--- src/rtl/calc_pkg.sv ---
// Shared definitions for the calculator datapath: sequencer states, bus widths
// and the register bank write-enable polarity.
package calc_pkg;
  localparam int DATA_W = 32;
  localparam int ADDR_W = 4;
  localparam logic RF_WE_ACTIVE = 1'b0;

  typedef enum logic [2:0] {
    S_IDLE,
    S_READ,
    S_LATCH,
    S_EXEC,
    S_RESULT,
    S_WRITE
  } state_t;
endpackage

--- src/rtl/rf_access_sequencer.sv ---
// Sole master of the register bank ports: reads two sources, hands them to the
// ALU over valid/ready, waits (bounded) for the result and writes it back.
module rf_access_sequencer #(
  parameter int DATA_W  = calc_pkg::DATA_W,
  parameter int ADDR_W  = calc_pkg::ADDR_W,
  parameter int TIMEOUT = 255
) (
  input  logic              clk,
  input  logic              rst_n,
  input  logic              req_valid,
  output logic              req_ready,
  input  logic [ADDR_W-1:0] req_rn,
  input  logic [ADDR_W-1:0] req_rm,
  input  logic [ADDR_W-1:0] req_rd,
  input  logic              req_wb,
  output logic [ADDR_W-1:0] rf_a1,
  output logic [ADDR_W-1:0] rf_a2,
  input  logic [DATA_W-1:0] rf_rd1,
  input  logic [DATA_W-1:0] rf_rd2,
  output logic [ADDR_W-1:0] rf_a3,
  output logic [DATA_W-1:0] rf_wd3,
  output logic              rf_we3,
  output logic              op_valid,
  input  logic              op_ready,
  output logic [DATA_W-1:0] op_a,
  output logic [DATA_W-1:0] op_b,
  input  logic              res_valid,
  input  logic [DATA_W-1:0] res_data,
  output logic              done,
  output logic              err
);
  import calc_pkg::*;

  state_t            state, state_nxt;
  logic [ADDR_W-1:0] rn_q, rm_q, rd_q;
  logic              wb_q;
  logic [DATA_W-1:0] op_a_q, op_b_q, res_q;
  logic [7:0]        cnt;
  logic              done_q, err_q;

  logic take_req, cap_ops, cap_res, cnt_clr, cnt_inc, done_nxt, err_nxt;

  always_comb begin
    state_nxt = state;
    take_req  = 1'b0;
    cap_ops   = 1'b0;
    cap_res   = 1'b0;
    cnt_clr   = 1'b0;
    cnt_inc   = 1'b0;
    done_nxt  = 1'b0;
    err_nxt   = 1'b0;
    case (state)
      S_IDLE: begin
        if (req_valid) begin
          take_req  = 1'b1;
          state_nxt = S_READ;
        end
      end
      S_READ:  state_nxt = S_LATCH;
      S_LATCH: begin
        cap_ops   = 1'b1;
        state_nxt = S_EXEC;
      end
      S_EXEC: begin
        if (op_ready) begin
          if (res_valid) begin
            cap_res   = 1'b1;
            state_nxt = wb_q ? S_WRITE : S_IDLE;
            done_nxt  = ~wb_q;
          end else begin
            cnt_clr   = 1'b1;
            state_nxt = S_RESULT;
          end
        end
      end
      S_RESULT: begin
        if (res_valid) begin
          cap_res   = 1'b1;
          state_nxt = wb_q ? S_WRITE : S_IDLE;
          done_nxt  = ~wb_q;
        end else if (cnt == 8'(TIMEOUT - 1)) begin
          // Abort: drop the result, no write-back and no done.
          err_nxt   = 1'b1;
          state_nxt = S_IDLE;
        end else begin
          cnt_inc = 1'b1;
        end
      end
      S_WRITE: begin
        done_nxt  = 1'b1;
        state_nxt = S_IDLE;
      end
      default: state_nxt = S_IDLE;
    endcase
  end

  always_ff @(posedge clk or negedge rst_n) begin
    if (!rst_n) begin
      state  <= S_IDLE;
      rn_q   <= '0;
      rm_q   <= '0;
      rd_q   <= '0;
      wb_q   <= 1'b0;
      op_a_q <= '0;
      op_b_q <= '0;
      res_q  <= '0;
      cnt    <= '0;
      done_q <= 1'b0;
      err_q  <= 1'b0;
    end else begin
      state  <= state_nxt;
      done_q <= done_nxt;
      err_q  <= err_nxt;
      if (take_req) begin
        rn_q <= req_rn;
        rm_q <= req_rm;
        rd_q <= req_rd;
        wb_q <= req_wb;
      end
      if (cap_ops) begin
        op_a_q <= rf_rd1;
        op_b_q <= rf_rd2;
      end
      if (cap_res) res_q <= res_data;
      if (cnt_clr)      cnt <= '0;
      else if (cnt_inc) cnt <= cnt + 8'd1;
    end
  end

  // Write enable decodes straight from state so an async reset deasserts it
  // before the bank's falling-edge write.
  assign rf_we3    = (state == S_WRITE) ? RF_WE_ACTIVE : ~RF_WE_ACTIVE;
  assign req_ready = (state == S_IDLE);
  assign op_valid  = (state == S_EXEC);
  assign rf_a1     = rn_q;
  assign rf_a2     = rm_q;
  assign rf_a3     = rd_q;
  assign rf_wd3    = res_q;
  assign op_a      = op_a_q;
  assign op_b      = op_b_q;
  assign done      = done_q;
  assign err       = err_q;
endmodule
--- config.mk ---
export PLATFORM = sky130hd
export DESIGN_NAME = rf_access_sequencer
export DESIGN_NICKNAME = d
export VERILOG_FILES = /design/src/rtl/calc_pkg.sv /design/src/rtl/rf_access_sequencer.sv
export SDC_FILE = /design/constraint.sdc
export NUM_CORES = 1
export LEC_CHECK = 0
export ABC_CLOCK_PERIOD_IN_PS = 2700
export BUFFER_PORTS_ARGS = -buffer_cell sky130_fd_sc_hd__buf_2
export CAP_MARGIN = 20
export CELL_PAD_IN_SITES_DETAIL_PLACEMENT = 0
export CELL_PAD_IN_SITES_GLOBAL_PLACEMENT = 1
export CORE_UTILIZATION = 39
export CTS_CLUSTER_DIAMETER = 80
export DETAILED_ROUTE_END_ITERATION = 12
export GPL_ROUTABILITY_DRIVEN = 1
export GPL_TIMING_DRIVEN = 0
export PLACE_DENSITY = 0.89
export SLEW_MARGIN = 10
export SYNTH_ARGS = -nofsm -noshare
export SYNTH_HDL_FRONTEND = slang
export SYNTH_SLANG_ARGS = --single-unit
--- constraint.sdc ---
create_clock -name clk -period 2.7 [get_ports clk]
set_input_delay 0.135 -clock clk [delete_from_list [all_inputs] [get_ports clk]]
set_output_delay 0.135 -clock clk [all_outputs]
set_load 0.02 [all_outputs]
======== Word-level counts from Yosys, hierarchy flattened ========
Index checks and enable logic that the tools add are counted.
storage, ports and cells
  bits of input ports ..................... 114
  bits in registers ....................... 122
  output and inout bits ................... 113
  logic and storage cells ................. 53
cells by class
  $add $sub $neg .......................... 1
  bitwise logic cells ..................... 1
  mux-type cells .......................... 28
  eq/ne operators ......................... 9
  reductions and logical operators ........ 3
operators with widths
  operator                                                          count
  3-bit 2-to-1 mux                                                  6
  1-bit 2-to-1 mux                                                  17
  8-bit 2-to-1 mux                                                  2
  3-bit one-hot mux with 5 select lines                             1
  8-bit by 1-bit adder with 8-bit output (second input constant)    1
  8-bit == test (second input constant)                             1
  3-bit by 2-bit == test with 1-bit output (second input constant)  2
  3-bit == test (second input constant)                             2
  3-bit by 1-bit == test with 1-bit output (second input constant)  1
  3-bit zero test                                                   1
  3-bit != test (second input constant)                             1
  1-bit one-hot mux with 3 select lines                             1
  3-bit AND reduction                                               1
  2-bit by 1-bit != test with 1-bit output (second input constant)  1
  2-bit != test (second input constant)                             1
  1-bit one-hot mux with 2 select lines                             1
  2-bit nonzero test                                                1
  1-bit inverter                                                    1

======== Depth between registers and ports, before layout ========
Gate-level depths: netlist of the first run.
  depth after elaboration ................. 6
  depth in mapped cells ................... 5
  depth with buffers taken out ............ 5

======== Least setup slack after synthesis of the first run ========
No wires, ideal clock.
  kind .................................... register -> register
  start point ............................. reg state[1]
  end point ............................... reg rn_q[0] (netlist: rf_a1[0])
  clock period less this slack ............ 1.979 ns
  arrival time ............................ 1.852 ns
  path buffers ............................ 2
  data required time ...................... 2.572 ns
  stages on the path, launching flop included .. 6
  library setup time ...................... 0.128 ns
  path slack .............................. 0.721 ns
  path through ............................ dfrtp_1 > buf_2 > nor3_1 > and2_1 > buf_4 > mux2_1
on the way
  word-level cells in the longest chain between the ends .. 2
RTL lines
  what                    RTL line                    text
  start, declared         rf_access_sequencer.sv:34   state_t state, state_nxt;
  start signal, assigned  rf_access_sequencer.sv:111  state <= state_nxt;
  3-bit zero test         --
  via req_ready           rf_access_sequencer.sv:11   output logic req_ready,
  1-bit 2-to-1 mux        rf_access_sequencer.sv:52   case (state)
  end signal, assigned    rf_access_sequencer.sv:115  rn_q <= req_rn;
  end, declared           rf_access_sequencer.sv:35   logic [ADDR_W-1:0] rn_q, rm_q, rd_q;
The timed path passes the listed nets, and every way through them passes these cells.
A chain may end at the register's enable or synchronous reset.

======== Worst setup path after layout of the first run ========
  start point ............................. reg state[0]
  end point ............................... reg op_b_q[9] (netlist: op_b[9])
on the way
  word-level cells in the longest chain between the ends .. 2
RTL lines
  what                                      RTL line                    text
  3-bit by 2-bit == test with 1-bit output  rf_access_sequencer.sv:52
  1-bit 2-to-1 mux                          rf_access_sequencer.sv:52
  end signal, assigned                      rf_access_sequencer.sv:122  op_b_q <= rf_rd2;
  end, declared                             rf_access_sequencer.sv:37   logic [DATA_W-1:0] op_a_q, op_b_q, res_q;
Every way passes these cells.

==> impl_metrics.toml, run 1 <==
[clock_network]
clockBufferDepth = 2
clkLatencyLatePin_ns = 0.41
clock_sinks = 122
htreeDepth = 4
cts_buffers = 17
cts_tree = "built"
clockRootBuffer = "clkbuf_16"
clkTransAtPathRegs_ns = 0.05

[setup_path]
path_buf_inv = 3
start_kind = "register"
crit_type = "reg2reg"
cp_top_family = "buffers and inverters"
cpMostUsedCell = "buf_2"
r2r_setup_slack_ns = 0.82
path_cells = "buf_2 -> nor3b_1 -> buf_2 -> buf_2 -> mux2_1"
critPathSlowestCell = "dfrtp_1"
crit_path_end_kind = "register"
r2r_end = "op_b[9]"
worstPathMaxFanout = 10
max_stage_delay_ns = 0.40
worstReg2RegStart = "state[0]"
arrival_ns = 2.17
reg2regPathDepth = 5
crit_required_ns = 2.98

[route]
via_count = 3964
ant_nets = 0
routed_wl_um = 13430
drc = 0
drtIter0Drc = 74
vias_per_cell = 4.680
avgRoutedWirePerCell_um = 15.85
dr.pass1.iters = 4

[job]
maxCapViolations = 0

[timing]
finClkSkew_ns = 0.006039
tns_ns = 0
drv_slew = 0
period_needed_ns = 1.882
rsz0062_at_grt = "false"
fmax_ghz = 0.5313
relSlewSlack = 0.5997
fin_crit_sh = 0.6971
hold_violations = 0
setup_violations = 0
worst_pin_slew_ns = 0.6005

[synthesis]
syn-num-nets = 426
synthFlopType = "dfrtp_1"
ys_ff_latch = 122
netlist_area_sq_mm = 0.004846
ys_seq_area_frac = 0.6300
syn-instance-count = 310
synth_top_area_frac = 0.6300
synth_cell_type_count = 34
synthTopCellsByArea = "dfrtp_1 63%, mux2_1 25%, mux2i_1 1.4%, buf_2 0.93%, o21ai_0 0.93%"
synth-edff-count = 0
synth_top_area_cell = "dfrtp_1"
yosys_warnings = 0
syn_area_per_cell_sq_um = 15.63
synthArstFlopShare = 1.000

[placement]
port_buffers = 226
place.gp.congestion = 0.7646
dp_cells = 705
dp_hpwl_um = 8398

[worst_hold_path]
hold_end = "done"
hp-start = "res_valid"
holdCritPathClass = "in2reg"
hold_depth = 3

[final_layout]
syn_to_final_growth_pct = 63.98
instances_no_fill = 847
n_fill_cell = 858
insertedDiodeCount = 0
multi_input_area_sq_mm = 0.001688
final_util = 0.6588
layout.nets = 783
regArea_sq_mm = 0.003053
drive_gt1_frac = 0.4065

[die]
dieArea_sq_mm = 0.01288
fp-row-count = 40
core_sq_mm = 0.01206
num_io_pins = 227
die_h_um = 113.5
fp.dieW_um = 113.5
initial_core_util = 0.4018

[grt]
track_usage = 0.2186
grt_start_max_net_pins = 65
grt_first_pass_wirelength_um = 21250
grt_pass1_vias = 4387
grt_overflow = 0
antenna_found_initial = 0

[pwr]
ir_worst_vdd_mv = 0.7144
power_density_mw_per_mm2 = 1166
leakage_uw = 0.003829

[status]
status = "completed"
[logic make-up (layout without fill, tap and decap cells)]
kind of cell	count (synthesis)	after routing	share of synthesized area
flip-flops	122	122	0.6300
AND/OR/NAND/NOR	31	31	0.04286
AO/OA/AOI/OAI	22	22	0.03253
buffers and inverters	17	386	0.02169
multiplexers	116	116	0.2678
adder cells (fa/ha/maj)	2	2	0.005163
[Yosys cell counts (2+ instances only)]
library cell / count
o21bai_1: 4
nor2_1: 3
mux2_1: 109
nor3_1: 3
nor4b_2: 2
mux2i_1: 7
buf_6: 3
o211ai_1: 2
and3_1: 4
ha_1: 2
nand3_1: 2
nand4_1: 2
buf_4: 2
o21ai_1: 2
nand2_1: 5
buf_2: 9
nor2b_1: 2
clkbuf_1: 2
o21ai_0: 9
dfrtp_1: 122
[worst max-delay path by stage]
stage                    end     start  cells past startpoint  slack [ns]
detailed placement  rf_a1[0]  state[1]                      5        0.82
CTS                 rf_a3[0]  state[1]                      5        0.80
floorplan           rf_a1[0]  state[1]                      5        0.72
global route        rf_a3[0]  state[1]                      5        0.72
global placement    op_a[26]     rst_n                      1        0.09
finish               op_b[9]  state[0]                      5        0.82
[tightest hold or removal path, stage by stage]
cell	delay [ns]
buf_2	0.14
nand2b_1	0.07
o21ai_1	0.07
[metal layers]
metal	track usage	wire (um)
met1	0.2201	5056
met2	0.3980	7033
met3	0.07651	938
met4	0.1114	397
met5	0	0
[state kept, by name, summed over array words and instances, names as in the netlist, 3 cells and up]
| signal | count |
|---|---|
| cnt | 8 |
| op_a | 32 |
| op_b | 32 |
| rf_a1 | 4 |
| rf_a2 | 4 |
| rf_a3 | 4 |
| rf_wd3 | 32 |
| state | 3 |
[where the power goes]
group	leakage [uW]	internal, uW	switching, uW	total, uW
clock	0.000302	1560	761	2320
combinational	0.00206	1540	2240	3780
sequential	0.00146	2720	450	3170
total	0.00383	5820	3450	9270
[cells in the final DEF (no fill, tap or decap), types with 5 or more instances in the layout]
cell type	Yosys	layout
buf_2	9	234
dfrtp_1	122	122
dlygate4sd3_1	0	111
mux2_1	109	109
clkbuf_16	0	17
o21ai_0	9	9
mux2i_1	7	7
nand2_1	5	5
clkbuf_8	0	5
[final cells by class]
| cell class | instances | share of cell area |
|---|---|---|
| clock buffers | 24 | 0.06314 |
| inverters | 1 | 0.0004724 |
| clock inverters | 7 | 0.01417 |
| flip-flops and latches | 122 | 0.3842 |
| plain buffers | 16 | 0.01275 |
| well taps | 168 | 0.02645 |
| repair buffers | 338 | 0.2864 |
| multi-input cells | 171 | 0.2124 |
[timing repair]
action | in CTS | in global routing
setup buffers | 0 | 0
gates resized for setup | 0 | 0
endpoints found under the hold margin | 173 | 0
hold buffers | 111 | 0
[metrics by stage]
step,hold WS (ns),cell area [sq um],worst slack (ns),power [uW]
floorplan,-0.1606,4846,0.7208,5441
global placement,0.3452,6187,0.09089,6653
detailed placement,0.1597,6221,0.8216,6803
CTS,0.03813,7946,0.8028,9302
global route,0.05632,7946,0.7203,9744
finish,0.04957,7946,0.8180,9268
No activity file was read; power rests on OpenSTA's default activity.
==> run 2, diff against run 1 <==
Settings changed: ABC_CLOCK_PERIOD_IN_PS 2700 to 1650, CORE_UTILIZATION 39 to 33, PLACE_DENSITY 0.89 to 0.8.
Clock period 2.7 ns to 1.65 ns, I/O delays scaled along.
==> run 2 against run 1 <==
Effect of this change: the flow now finishes with violations (setup timing); combinational power rose by 70%; critical endpoint is now rf_wd3[23]; fmax rose by 12%; count of clock-buffer cells in the layout fell by 4; global-route usage fell by 4.2 points; flip-flop and latch count did not move.
==> impl_metrics.toml, run 2 (synthesis gave the netlist of run 1 again) <==
[status]
status = "finished with violations"
violations = "setup timing"

[grt]
grt_overflow = 0
track_usage = 0.1767
antenna_found_initial = 0
grt_first_pass_wirelength_um = 20260
grt_pass1_vias = 4353
grt_start_max_net_pins = 66

[placement]
port_buffers = 226
placed_cell_area_sq_mm = 0.006254
place.gp.congestion = 0.7050
dp_worst_setup_slack_ns = -0.2621
dp_hpwl_um = 8216

[final_layout]
drive_gt1_frac = 0.4196
multi_input_area_sq_mm = 0.001717
layout_commonest_cell = "buf_2"
n_fill_cell = 1125
regArea_sq_mm = 0.003053
fin_area_sq_mm = 0.008066
final_cell_mix = "225 x buf_2, 122 x dfrtp_1, 112 x dlygate4sd3_1"
layout.nets = 787
syn_to_final_growth_pct = 66.46
insertedDiodeCount = 0

[pwr]
ir_worst_vdd_mv = 1.019
power_density_mw_per_mm2 = 1897
leakage_uw = 0.003859
total_power_uw = 15300

[die]
fp-row-count = 43
num_io_pins = 227
initial_core_util = 0.3438
die_h_um = 123.2
dieArea_sq_mm = 0.01517
fp.dieW_um = 123.2
core_sq_mm = 0.01410

[route]
routed_wl_um = 12750
wl_met1_um = 4929
avgRoutedWirePerCell_um = 14.75
vias_per_cell = 4.560
highest_layer = "met4"
wl_met3_um = 739
dr.pass1.iters = 4
ant_nets = 0
drtIter0Drc = 87
via_count = 3940
dr_wl_met2_um = 6745
drc = 0

[clock_network]
htreeDepth = 4
cts_buffers = 17
clock_sinks = 122
clkTransAtPathRegs_ns = 0.06
cts_tree = "built"
clkLatencyLatePin_ns = 0.40
clockBufferDepth = 2
clockRootBuffer = "clkbuf_16"

[timing]
finClkSkew_ns = 0.006029
fmax_ghz = 0.5933
drv_slew = 0
worst_pin_slew_ns = 0.5434
rsz0062_at_grt = "true"
period_needed_ns = 1.686
tns_ns = -0.2739
layout_setup_ws_ns = -0.03559
hold_violations = 0
relSlewSlack = 0.6368
fin_crit_sh = 1.022
setup_violations = 34
holdWs_ns = 0.1130

[setup_path]
worstPathMaxFanout = 10
cp-endpoint = "rf_wd3[23]"
reg2regPathDepth = 4
worstReg2RegStart = "state[1]"
crit_required_ns = 1.92
critPathSlowestCell = "or3b_4"
crit_start = "state[1]"
start_kind = "register"
r2r_end = "rf_wd3[23]"
path_cells = "or3b_4 -> a21bo_4 -> buf_6 -> mux2_1"
crit_type = "reg2reg"
arrival_ns = 1.96
r2r_setup_slack_ns = -0.04
max_stage_delay_ns = 0.41
crit_path_end_kind = "register"

[job]
maxCapViolations = 0

[worst_hold_path]
holdCritPathClass = "in2reg"
hp-start = "req_valid"
-- run 2: metal layers --
layer	up-vias	track usage
met4	0	0.08660
met3	26	0.05720
met1	1925	0.1867
li1	1833	-
met5	-	0
met2	156	0.3149
-- run 2: worst min path at each step --
stage                       to  slack (ns)  depth (start not counted)
floorplan               cnt[0]       -0.21                          0
global placement    rf_wd3[16]        0.29                          2
detailed placement     op_b[0]        0.09                          1
CTS                   rf_a1[3]        0.08                          3
global route          state[0]        0.11                          4
finish                state[0]        0.11                          4
-- run 2: report_power, final --
| part | leakage (uW) | switching [uW] | internal (uW) |
|---|---|---|---|
| sequential | 0.00146 | 708 | 4440 |
| clock | 0.000290 | 1320 | 2410 |
| combinational | 0.00211 | 3670 | 2750 |
-- run 2: layout make-up --
| type | count | area share |
|---|---|---|
| clock buffer | 20 | 0.05537 |
| multi-input combinational | 171 | 0.2128 |
| buffer | 14 | 0.01815 |
| sequential | 122 | 0.3785 |
| timing repair buffer | 344 | 0.2885 |
| clock inverter | 12 | 0.01830 |
| inverter | 1 | 0.0004653 |
| tap | 180 | 0.02792 |
-- run 2: worst max-delay path, delay by kind of cell (launching register included) --
family	cells	cell delay, ns
AO/OA/AOI/OAI	1	0.26
AND/OR/NAND/NOR	1	0.41
multiplexers	1	0.33
buffers and inverters	1	0.15
flip-flops	1	0.40
-- run 2: metrics by stage --
stage	cells	utilization
after floorplan	310	-
after global placement	716	0.4412
after detailed placement	717	0.4436
after CTS	866	0.5726
after global routing	864	0.5723
final	864	0.5723
-- run 2: what timing repair did --
item | CTS | global route
buffers inserted | 5 | 0
hold buffers | 112 | 0
hold endpoints to repair | 168 | 0
gates resized for setup | 20 | 4
pin swaps | 2 | 5
setup endpoints to repair | 95 | 107
==> run 3, diff against run 2 <==
--- a/config.mk
+++ b/config.mk
@@ -10,5 +10,3 @@
 export CAP_MARGIN = 20
-export CELL_PAD_IN_SITES_DETAIL_PLACEMENT = 0
-export CELL_PAD_IN_SITES_GLOBAL_PLACEMENT = 1
-export CORE_UTILIZATION = 33
+export CORE_UTILIZATION = 42
 export CTS_CLUSTER_DIAMETER = 80
--- a/constraint.sdc
+++ b/constraint.sdc
@@ -3,2 +3,2 @@
 set_output_delay 0.0825 -clock clk [all_outputs]
-set_load 0.02 [all_outputs]
+set_load 0.01 [all_outputs]
==> run 3 against run 2 <==
Effect of this change: the run still ends with setup timing left; flip-flop and latch count unchanged; non-clock buffer count up 6; routed wire length up 8.8%; cell area up 0.88%; critical path depth unchanged; sequential power about the same; worst setup slack better by 0.026 ns; critical path type unchanged; largest cell class unchanged; largest power group unchanged.
==> impl_metrics.toml, run 3 (synthesis gave the netlist of run 1 again) <==
[setup_path]
start_kind = "register"
r2r_end = "rf_wd3[4]"
worstPathMaxFanout = 10
worstReg2RegStart = "state[1]"
crit_required_ns = 1.94
reg2regPathDepth = 4
r2r_setup_slack_ns = -0.009
cp-endpoint = "rf_wd3[4]"
crit_type = "reg2reg"
arrival_ns = 1.95
crit_start = "state[1]"
crit_path_end_kind = "register"

[pwr]
cell_internal_pwr_uw = 9848
p_seq_frac = 0.356
leakage_uw = 0.003926
power_density_mw_per_mm2 = 1786
p_comb_frac = 0.384
ir_worst_vdd_mv = 1.095
clkPwrFrac = 0.259
swShare = 0.3226
switching_power_uw = 4689
total_power_uw = 14540

[timing]
fin_crit_sh = 1.006
period_needed_ns = 1.659
rsz0062_at_grt = "true"
setup_violations = 5
layout_setup_ws_ns = -0.009198
finClkSkew_ns = 0.007379
hold_violations = 0
drv_slew = 0
relSlewSlack = 0.5645
worst_pin_slew_ns = 0.6532
fmax_ghz = 0.6027
tns_ns = -0.02193

[grt]
antenna_found_initial = 0
grt_start_max_net_pins = 71
grt_overflow = 0
track_usage = 0.2374
grt_first_pass_wirelength_um = 20820
grt_pass1_vias = 4345

[clock_network]
clockBufferDepth = 2
cts_buffers = 17
clkLatencyLatePin_ns = 0.41
clockRootBuffer = "clkbuf_16"
htreeDepth = 4
cts_tree = "built"
clkTransAtPathRegs_ns = 0.05
clock_sinks = 122

[final_layout]
syn_to_final_growth_pct = 67.93
drive_gt1_frac = 0.4290
final_cell_mix = "226 x buf_2, 121 x dfrtp_1, 111 x dlygate4sd3_1"
layout.nets = 793
insertedDiodeCount = 0
final_util = 0.7378
fin_area_sq_mm = 0.008138
layout_commonest_cell = "buf_2"

[job]
maxCapViolations = 0

[die]
die_h_um = 109.4
num_io_pins = 227
initial_core_util = 0.4393
dieArea_sq_mm = 0.01197
fp.dieW_um = 109.4
fp-row-count = 38
core_sq_mm = 0.01103

[placement]
place.gp.congestion = 0.7686
dp_worst_setup_slack_ns = -0.2134
dp_hpwl_um = 8348
port_buffers = 226
placed_cell_area_sq_mm = 0.006191

[route]
drtIter0Drc = 110
via_count = 4005
routed_wl_um = 13860
vias_per_cell = 4.825
avgRoutedWirePerCell_um = 16.70
ant_nets = 0
drc = 0
dr.pass1.iters = 4

[status]
violations = "setup timing"
status = "finished with violations"

[worst_hold_path]
holdCritPathClass = "in2reg"
hold_depth = 3
[run 3: how the worst min path moves through the flow]
stage / slack (ns) / start / end
final: 0.05 / res_valid / done
after global routing: 0.06 / res_valid / done
after global placement: 0.29 / res_data[3] / rf_wd3[3]
after floorplan: -0.21 / rst_n / cnt[0]
after detailed placement: 0.13 / rst_n / rf_a3[2]
after CTS: 0.04 / res_valid / done
[run 3: through the flow]
step	hold slack, ns	instances
final	0.05211	830
after global routing	0.06389	830
after CTS	0.03967	824
after detailed placement	0.1299	677
after global placement	0.2931	676
after floorplan	-0.2131	310
[run 3: critical path, stage by stage (launching register included)]
cell,delay [ns]
dfrtp_1,0.39
or3b_4,0.42
a21bo_4,0.25
buf_6,0.15
mux2_1,0.32
[run 3: power by group through the flow]
| stage | sequential [uW] | combinational, uW | clock (uW) |
|---|---|---|---|
| CTS | 5150 | 5270 | 3830 |
| detailed placement | 5180 | 4870 | 0 |
| finish | 5180 | 5590 | 3770 |
| floorplan | 5790 | 2060 | 0 |
| global route | 5360 | 6020 | 3960 |
| global placement | 5070 | 4700 | 0 |
[run 3: metal layers]
metal / share of wire / routed length (um) / GRT usage
met4: 0.034 / 469 / 0.1314
met1: 0.37 / 5098 / 0.2381
met2: 0.53 / 7394 / 0.4362
met3: 0.065 / 899 / 0.07172
met5: 0 / 0 / 0
[run 3: area by class of cell]
class	count	area, sq um
Tap cell	140	175.2
Sequential cell	122	3054
Fill cell	682	2893
Clock buffer	24	491.7
Timing Repair Buffer	349	2360
Inverter	1	3.754
Buffer	15	176.4
Multi-Input combinational cell	171	1762
Clock inverter	8	115.1
[run 3: repair_timing]
action / 4_1_cts / 5_1_grt
gates cloned: 0 / 2
endpoints found under the setup margin: 105 / 104
resized for setup: 17 / 25
hold endpoints to repair: 179 / 0
pin swaps: 3 / 5
hold buffers: 111 / 0
setup buffers: 4 / 5
